$ cat src/rtl/stopwatch_lap_timer.sv
// Stopwatch / lap timer: min:sec:frac time counter with up/down counting, preset load,
// terminal-event detection and lap capture. All outputs come straight from registers.
module stopwatch_lap_timer #(
  parameter int unsigned FRAC_MAX = 10000,
  parameter int unsigned FRAC_W   = 14,
  parameter int unsigned MIN_MAX  = 60,
  parameter bit          WRAP     = 1'b0,
  parameter int unsigned LAP_W    = 4
) (
  input  logic              clk_10000Hz,
  input  logic              reset,
  input  logic              start,
  input  logic              stop,
  input  logic              clear,
  input  logic              load,
  input  logic              count_down,
  input  logic [5:0]        preset_sec,
  input  logic [6:0]        preset_min,
  input  logic              lap,
  output logic [FRAC_W-1:0] frac_out,
  output logic [5:0]        sec_out,
  output logic [6:0]        min_out,
  output logic              running,
  output logic              done,
  output logic [FRAC_W-1:0] lap_frac,
  output logic [5:0]        lap_sec,
  output logic [6:0]        lap_min,
  output logic              lap_valid,
  output logic [LAP_W-1:0]  lap_count
);

  localparam logic [FRAC_W-1:0] FracLast = FRAC_W'(FRAC_MAX - 1);
  localparam logic [5:0]        SecLast  = 6'd59;
  localparam logic [6:0]        MinLast  = 7'(MIN_MAX - 1);

  typedef enum logic [1:0] {StIdle, StRun, StPause, StDone} state_e;

  state_e             state_q, state_d;
  logic [FRAC_W-1:0]  frac_q, frac_d;
  logic [5:0]         sec_q, sec_d;
  logic [6:0]         min_q, min_d;
  logic               running_q, running_d;
  logic               done_q, done_d;
  logic [FRAC_W-1:0]  lap_frac_q, lap_frac_d;
  logic [5:0]         lap_sec_q, lap_sec_d;
  logic [6:0]         lap_min_q, lap_min_d;
  logic               lap_valid_q, lap_valid_d;
  logic [LAP_W-1:0]   lap_count_q, lap_count_d;

  logic [FRAC_W-1:0]  frac_inc, frac_dec;
  logic [5:0]         sec_inc, sec_dec, sec_clamp;
  logic [6:0]         min_inc, min_dec, min_clamp;
  logic               at_max, at_zero, at_one, lap_ok;

  assign at_max  = (frac_q == FracLast) && (sec_q == SecLast) && (min_q == MinLast);
  assign at_zero = (frac_q == '0) && (sec_q == '0) && (min_q == '0);
  assign at_one  = (frac_q == FRAC_W'(1)) && (sec_q == '0) && (min_q == '0);

  assign sec_clamp = (preset_sec > SecLast) ? SecLast : preset_sec;
  assign min_clamp = (32'(preset_min) >= MIN_MAX) ? MinLast : preset_min;

  // Back-to-back laps are dropped so lap_valid can never stay high for two cycles.
  assign lap_ok = lap && (state_q != StIdle) && !lap_valid_q;

  // One tick forward; at the maximum this naturally rolls to 0:0:0.
  always_comb begin
    frac_inc = frac_q + FRAC_W'(1);
    sec_inc  = sec_q;
    min_inc  = min_q;
    if (frac_q == FracLast) begin
      frac_inc = '0;
      if (sec_q == SecLast) begin
        sec_inc = '0;
        min_inc = (min_q == MinLast) ? '0 : min_q + 7'd1;
      end else begin
        sec_inc = sec_q + 6'd1;
      end
    end
  end

  // One tick backward; only used when the time is non-zero.
  always_comb begin
    frac_dec = frac_q - FRAC_W'(1);
    sec_dec  = sec_q;
    min_dec  = min_q;
    if (frac_q == '0) begin
      frac_dec = FracLast;
      if (sec_q == '0) begin
        sec_dec = SecLast;
        min_dec = min_q - 7'd1;
      end else begin
        sec_dec = sec_q - 6'd1;
      end
    end
  end

  // Command decode, state transitions and counting, in command-priority order.
  always_comb begin
    state_d     = state_q;
    frac_d      = frac_q;
    sec_d       = sec_q;
    min_d       = min_q;
    done_d      = 1'b0;
    lap_frac_d  = lap_frac_q;
    lap_sec_d   = lap_sec_q;
    lap_min_d   = lap_min_q;
    lap_valid_d = 1'b0;
    lap_count_d = lap_count_q;

    if (clear) begin
      state_d     = StIdle;
      frac_d      = '0;
      sec_d       = '0;
      min_d       = '0;
      lap_frac_d  = '0;
      lap_sec_d   = '0;
      lap_min_d   = '0;
      lap_count_d = '0;
    end else if (load) begin
      state_d = StPause;
      frac_d  = '0;
      sec_d   = sec_clamp;
      min_d   = min_clamp;
    end else begin
      // Lap captures the pre-update time and coexists with start/stop/counting.
      if (lap_ok) begin
        lap_frac_d  = frac_q;
        lap_sec_d   = sec_q;
        lap_min_d   = min_q;
        lap_valid_d = 1'b1;
        if (lap_count_q != '1) begin
          lap_count_d = lap_count_q + LAP_W'(1);
        end
      end

      if (stop) begin
        if (state_q == StRun) begin
          state_d = StPause;
        end
      end else if (start && (state_q == StIdle || state_q == StPause)) begin
        // Resuming a down-count that has nothing left to count ends immediately.
        if (count_down && at_zero && state_q == StPause) begin
          state_d = StDone;
          done_d  = 1'b1;
        end else begin
          state_d = StRun;
        end
      end else if (state_q == StRun) begin
        if (count_down) begin
          if (at_zero) begin
            state_d = StDone;
            done_d  = 1'b1;
          end else begin
            frac_d = frac_dec;
            sec_d  = sec_dec;
            min_d  = min_dec;
            if (at_one) begin
              state_d = StDone;
              done_d  = 1'b1;
            end
          end
        end else if (at_max && !WRAP) begin
          state_d = StDone;
          done_d  = 1'b1;
        end else begin
          frac_d = frac_inc;
          sec_d  = sec_inc;
          min_d  = min_inc;
          done_d = at_max;
        end
      end
    end
  end

  assign running_d = (state_d == StRun);

  // State and output registers with synchronous reset.
  always_ff @(posedge clk_10000Hz) begin
    if (reset) begin
      state_q     <= StIdle;
      frac_q      <= '0;
      sec_q       <= '0;
      min_q       <= '0;
      running_q   <= 1'b0;
      done_q      <= 1'b0;
      lap_frac_q  <= '0;
      lap_sec_q   <= '0;
      lap_min_q   <= '0;
      lap_valid_q <= 1'b0;
      lap_count_q <= '0;
    end else begin
      state_q     <= state_d;
      frac_q      <= frac_d;
      sec_q       <= sec_d;
      min_q       <= min_d;
      running_q   <= running_d;
      done_q      <= done_d;
      lap_frac_q  <= lap_frac_d;
      lap_sec_q   <= lap_sec_d;
      lap_min_q   <= lap_min_d;
      lap_valid_q <= lap_valid_d;
      lap_count_q <= lap_count_d;
    end
  end

  assign frac_out  = frac_q;
  assign sec_out   = sec_q;
  assign min_out   = min_q;
  assign running   = running_q;
  assign done      = done_q;
  assign lap_frac  = lap_frac_q;
  assign lap_sec   = lap_sec_q;
  assign lap_min   = lap_min_q;
  assign lap_valid = lap_valid_q;
  assign lap_count = lap_count_q;

endmodule

$ cat config.mk
export PLATFORM = sky130hd
export DESIGN_NAME = stopwatch_lap_timer
export DESIGN_NICKNAME = d
export VERILOG_FILES = /design/src/rtl/stopwatch_lap_timer.sv
export SDC_FILE = /design/constraint.sdc
export NUM_CORES = 1
export LEC_CHECK = 0
export CAP_MARGIN = 5
export CORE_MARGIN = 2
export CORE_UTILIZATION = 35
export CTS_CLUSTER_SIZE = 14
export DETAILED_ROUTE_END_ITERATION = 8
export GPL_TIMING_DRIVEN = 0
export PLACE_DENSITY = 0.63
export SLEW_MARGIN = 20
export SYNTH_ARGS = -nofsm -noshare
export SYNTH_HDL_FRONTEND = slang
export SYNTH_SLANG_ARGS = --single-unit
$ cat constraint.sdc
create_clock -name clk_10000Hz -period 3.3 [get_ports clk_10000Hz]
set_input_delay 0.66 -clock clk_10000Hz [delete_from_list [all_inputs] [get_ports clk_10000Hz]]
set_output_delay 0.66 -clock clk_10000Hz [all_outputs]
set_load 0.005 [all_outputs]
# == Word level (Yosys, flattened, before mapping) ==
# Index checks and enable logic that the tools add are counted.
# totals
regBits,63
latchBits,0
ramBits,0
rom_bits,0
output_inout_bits,61
wordCells,117
n_memories,0
# op_classes
n_addsub,7
multipliers,0
div_mod_pow,0
order_cmp,2
eq_ne,16
n_shift,0
mux,49
bitwise_logic,3
n_reduce_logical,29
# op_table
operator,n
$mux 7,13
$mux 6,12
$mux 14,5
$mux 2,11
$add 14x1->14 const B,1
$eq 14x1->1 const B,1
$eq 14x14->1 const B,1
$logic_not 14->1,1
$sub 14x1->14 const B,1
$logic_and 1x1->1,11
$reduce_and 9->1,1
$mux 1,8
$add 7x1->7 const B,1
$eq 7x6->1 const B,1
$ge 7x6->1 const B,1
$logic_not 7->1,1
$reduce_and 7->1,1
$sub 7x1->7 const B,1
$add 6x1->6 const B,1
$eq 6x6->1 const B,1
$gt 6x6->1 const B,1
$logic_not 6->1,1
$ne 2x2->1 const B,3
$ne 3x2->1 const B,2
other kinds (19),25

# == Longest topological paths before layout ==
# depth
word_depth,12
ltp_mapped,11
ltp_nobuf,8

# == Least setup slack after synthesis ==
# Ideal clock, no wire load.
# synth_timing
kind,in2reg
startpoint,input port count_down
endpoint,register frac_q[7] (netlist: frac_out[7])
setup_ns,0.091
t_arrival_ns,2.440
required_ns,3.209
path_slack_ns,0.769
cell_stages,8
cell_sequence,buf_2 or3b_1 or2_2 o311a_4 and2_4 buf_6 buf_8 a311oi_1
# synth_between
elab_chain_len,2
elab_cells_between_ends,4
classes_between,2 x eq/ne; 1 x mux; 1 x reduce/logical
# synth_lines
item,line_no,rtl
"start, declared",16,"input logic count_down,"
$ne 2x2->1 (no line),-,
$reduce_and 5->1 (no line),-,
"end signal, assigned",193,frac_q <= frac_d;
"end, declared",39,"logic [FRAC_W-1:0] frac_q, frac_d;"
# Parallel ways exist; a longest one is shown, timed or not.
# A chain may end at the register's enable or synchronous reset.

# == Worst setup path after layout ==
# layout_timing
startpoint,register frac_q[1] (netlist: frac_out[1])
endpoint,register min_q[6] (netlist: min_out[6])
# layout_between
elab_chain_len,5
elab_cells_between_ends,11
classes_between,4 x eq/ne; 7 x reduce/logical
# layout_lines
item,line_no,rtl
$eq 14x14->1 or $logic_not 14->1 (tied branches),-,
$logic_and 1x1->1 (on tied branches) (2 in series),"55, 56",
$ne 3x3->1 (no line),-,
$reduce_and 9->1 (no line) *,-,
"end signal, assigned",195,min_q <= min_d;
"end, declared",41,"logic [6:0] min_q, min_d;"
# Every way passes the cells marked *; elsewhere a longest branch is shown, timed or not.

==> run metrics <==
peak supply drop 0.1656 mV; Initial Util between 30% and 40%; WP data arrival ~3.3 ns; placer congestion estimate about 0.9; Placed Cells incl. Taps 750; number of antenna violations at the first check in global routing 0; fin crit share approximately nine tenths; total via count after detailed routing 4,461; Skew-Pair Late Insertion Delay approximately 0.35 ns; Max Cap Viol 0; Bufs on Longest Clock Path 2; count of flip-flops with a built-in enable after synthesis 0; TritonCTS Sinks 63; Worst Reg-to-Reg Cells 9; Setup Crit Path Kind register to register; Post-DRT Antenna Nets 0; Die Area between 10,000 and 15,000 µm²; depth of the CTS H-tree 3; number of DRC markers in iteration 0 318; net count after synthesis around 560; final sum of negative setup slack 0 ns; number of search-and-repair iterations in the first detailed-routing pass 7; worst reg2reg startpoint frac_out[1]$_SDFFE_PP0P_; Max stage delay on crit path about 0.5 ns; setup slack of the most critical reg-to-reg path roughly 0.27 ns; Std-Cell Core Area about 11,000 µm²; cell with the largest stage delay on the worst path sky130_fd_sc_hd__a21oi_1; Pins Over Slew Limit 0; number of cells on the worst hold path 2; number of global-route vias before repair 4,377; synth-to-layout area growth 29.65%; power density relative to cell area roughly 330 nW/µm²; Port Buffer Count 79; leading cell types in the layout, fill and taps excluded sky130_fd_sc_hd__nand2_1 (99), sky130_fd_sc_hd__clkdlybuf4s50_1 (79), sky130_fd_sc_hd__dfxtp_1 (63); chip height ~110 µm; actual transition at the worst max-transition pin roughly 0.88 ns; shortest period the worst path allows 3.026 ns; maximum net fanout on the critical path 10; width of the die approximately 110 µm; worst clock skew around 0.011 ns; result of the run complete, no violations; maximum number of pins on one net before global-route repair 11; number of flip-flops and latches in the synthesized netlist 63; number of buffers and inverters on the critical path 2; class of the most critical hold timing path register to register; type of element launching the critical path register; sequential area share after synthesis about a third; RSZ-0062 raised after global routing false; most frequent standard cell in the layout excluding fill and tap cells sky130_fd_sc_hd__nand2_1; WL final ~14,000 µm; origin of the worst min-delay path lap_min[2]$_SDFFE_PP0P_; DRC errors left 0; TritonCTS clock tree yes; layout filler cell count ~1,100; endpoint with the worst hold slack lap_min[2]$_SDFFE_PP0P_; post-detailed-route via-to-cell ratio about 5.8; tightest slew margin relative to the limit between 40% and 50%; final setup violation count 0; number of warnings printed during yosys synthesis 0; routed wire length per instance around 18 µm; clock buffer count from CTS 9; global-route wire length before repair 22,050 µm; clock slew at reported path FFs 0.07 ns; average cell area after synthesis roughly 7.4 µm²; global route overflow 0; proportion of layout cells with a drive suffix above 1 under 10%; share of flip-flops with an asynchronous set or reset after synthesis 0%; fmax about 330 MHz; library cell used as clock root buffer sky130_fd_sc_hd__clkbuf_8; Synth cell types 73; Finished Layout Cells roughly 770; cell area after synthesis about 3900 µm²; critical path capture point type register; Top-Level Pins between 80 and 90; worst-path cell chain clkbuf_1 -> inv_1 -> ha_1 -> nor3b_1 -> nand4_2 -> a21oi_1 -> nand3_1 -> a221oi_1 -> o22ai_1; top flip-flop cell by instance count after synthesis sky130_fd_sc_hd__dfxtp_1; buffers inserted by post-CTS timing repair 0; final-report hold violation count 0; family with the most delay on the worst path simple AND/OR/NAND/NOR gates; number of instances in the synthesized netlist 531; worst reg2reg path endpoint min_out[6]$_SDFFE_PP0P_; half-perimeter wire length after detailed placement 10,030 µm; row cnt 38; # nets final between 600 and 700; Antenna Cells 0; Total Routing Usage GR around a quarter; leakage 0.001731 µW; Critical Path RT 3.53 ns
synthesized netlist by cell type, types with 5 or more instances:
cell type                  count  area, µm²
sky130_fd_sc_hd__dfxtp_1      63       1261
sky130_fd_sc_hd__or2_2         5      31.28
sky130_fd_sc_hd__nor2_1       37      138.9
sky130_fd_sc_hd__buf_2         5      25.02
sky130_fd_sc_hd__inv_1        11      41.29
sky130_fd_sc_hd__nand4_1       8      50.05
sky130_fd_sc_hd__o22ai_1       5      31.28
sky130_fd_sc_hd__o21ai_0      26      130.1
sky130_fd_sc_hd__o31ai_1       5      37.54
sky130_fd_sc_hd__xnor2_1       5      43.79
sky130_fd_sc_hd__ha_1         10      125.1
sky130_fd_sc_hd__a31oi_1      13      81.33
sky130_fd_sc_hd__nand2_1      99      371.6
sky130_fd_sc_hd__o211ai_1      7      52.55
sky130_fd_sc_hd__nand3_1      19      95.09
sky130_fd_sc_hd__a21oi_1      60      300.3
sky130_fd_sc_hd__nor4_1        5      31.28
sky130_fd_sc_hd__nor3_1       16      80.08
sky130_fd_sc_hd__clkbuf_1     29      108.9
sky130_fd_sc_hd__a211oi_1      7      52.55
cells by family (layout without fill, tap and decap cells):
kind of cell / Yosys count / after routing / synth area share, %
simple gates: 223 / 223 / 27.51
compound gates: 166 / 166 / 27.57
flops: 63 / 63 / 32.13
buf+inv: 55 / 150 / 6.279
fa+ha+maj: 10 / 10 / 3.188
xor+xnor: 9 / 9 / 2.008
mux: 5 / 5 / 1.307
worst register-to-register path, stage by stage (launching register included):
cell and delay [ns]:
sky130_fd_sc_hd__dfxtp_1 0.35, sky130_fd_sc_hd__clkbuf_1 0.21, sky130_fd_sc_hd__inv_1 0.16, sky130_fd_sc_hd__ha_1 0.18
sky130_fd_sc_hd__nor3b_1 0.33, sky130_fd_sc_hd__nand4_2 0.32, sky130_fd_sc_hd__a21oi_1 0.51, sky130_fd_sc_hd__nand3_1 0.35
sky130_fd_sc_hd__a221oi_1 0.35, sky130_fd_sc_hd__o22ai_1 0.14
stage by stage:
step | power (µW) | utilization, % | hold WS, ns | worst slack [ns] | area [µm²]
6_report | 1682 | 46.74 | 0.4574 | 0.2745 | 5089
5_1_grt | 1743 | 46.74 | 0.4788 | 0.007092 | 5089
4_1_cts | 1691 | 46.68 | 0.4592 | 0.3384 | 5082
3_5_place_dp | 1013 | 44.92 | 0.4511 | 0.3544 | 4891
3_3_place_gp | 1010 | 44.92 | 0.4455 | 0.4058 | 4891
2_1_floorplan | 924.8 | - | 0.4527 | 0.7688 | 3925
metal layers:
layer	wire (µm)	GRT usage, %
met5	0	0
met2	6593	40.14
met4	381	9.946
met1	5665	28.47
met3	1088	5.276
sequential cells by signal (all words and copies together), names as in the netlist:
signal	cells
frac_out	14
lap_frac	14
lap_min	7
min_out	7
lap_sec	6
sec_out	6
lap_count	4
state_q	2
done	1
lap_valid	1
running	1
power by group:
part           internal (µW)  leakage, µW  switching, µW
registers                768     0.000509           13.2
logic                   89.1      0.00113            132
clock network            369    0.0000936            310
total                   1230      0.00173            455
layout make-up:
class | count | area (µm²) | share of cell area (%)
multi-input cells | 413 | 2424 | 47.63
flip-flops and latches | 63 | 1261 | 24.78
repair buffers | 79 | 790.8 | 15.54
plain buffers | 43 | 201.4 | 3.959
well taps | 140 | 175.2 | 3.442
clock buffers | 13 | 148.9 | 2.926
inverters | 12 | 45.04 | 0.8852
clock inverters | 3 | 42.54 | 0.8360
how the worst max path moves through the flow:
stage                                    end  cells past startpoint                startpoint
finish               min_out[6]$_SDFFE_PP0P_                      9  frac_out[1]$_SDFFE_PP0P_
global route         min_out[6]$_SDFFE_PP0P_                      9  frac_out[1]$_SDFFE_PP0P_
CTS                  min_out[6]$_SDFFE_PP0P_                      9  frac_out[1]$_SDFFE_PP0P_
detailed placement   sec_out[2]$_SDFFE_PP0P_                      7                count_down
global placement     sec_out[2]$_SDFFE_PP0P_                      7                count_down
floorplan           frac_out[7]$_SDFFE_PP0P_                      8                count_down
what timing repair did:
action / CTS / global route
gates resized for setup: 0 / 1
hold buffers: 0 / 0
setup endpoints to repair: 0 / 1
Note: power is estimated with default switching activity, not from simulation.
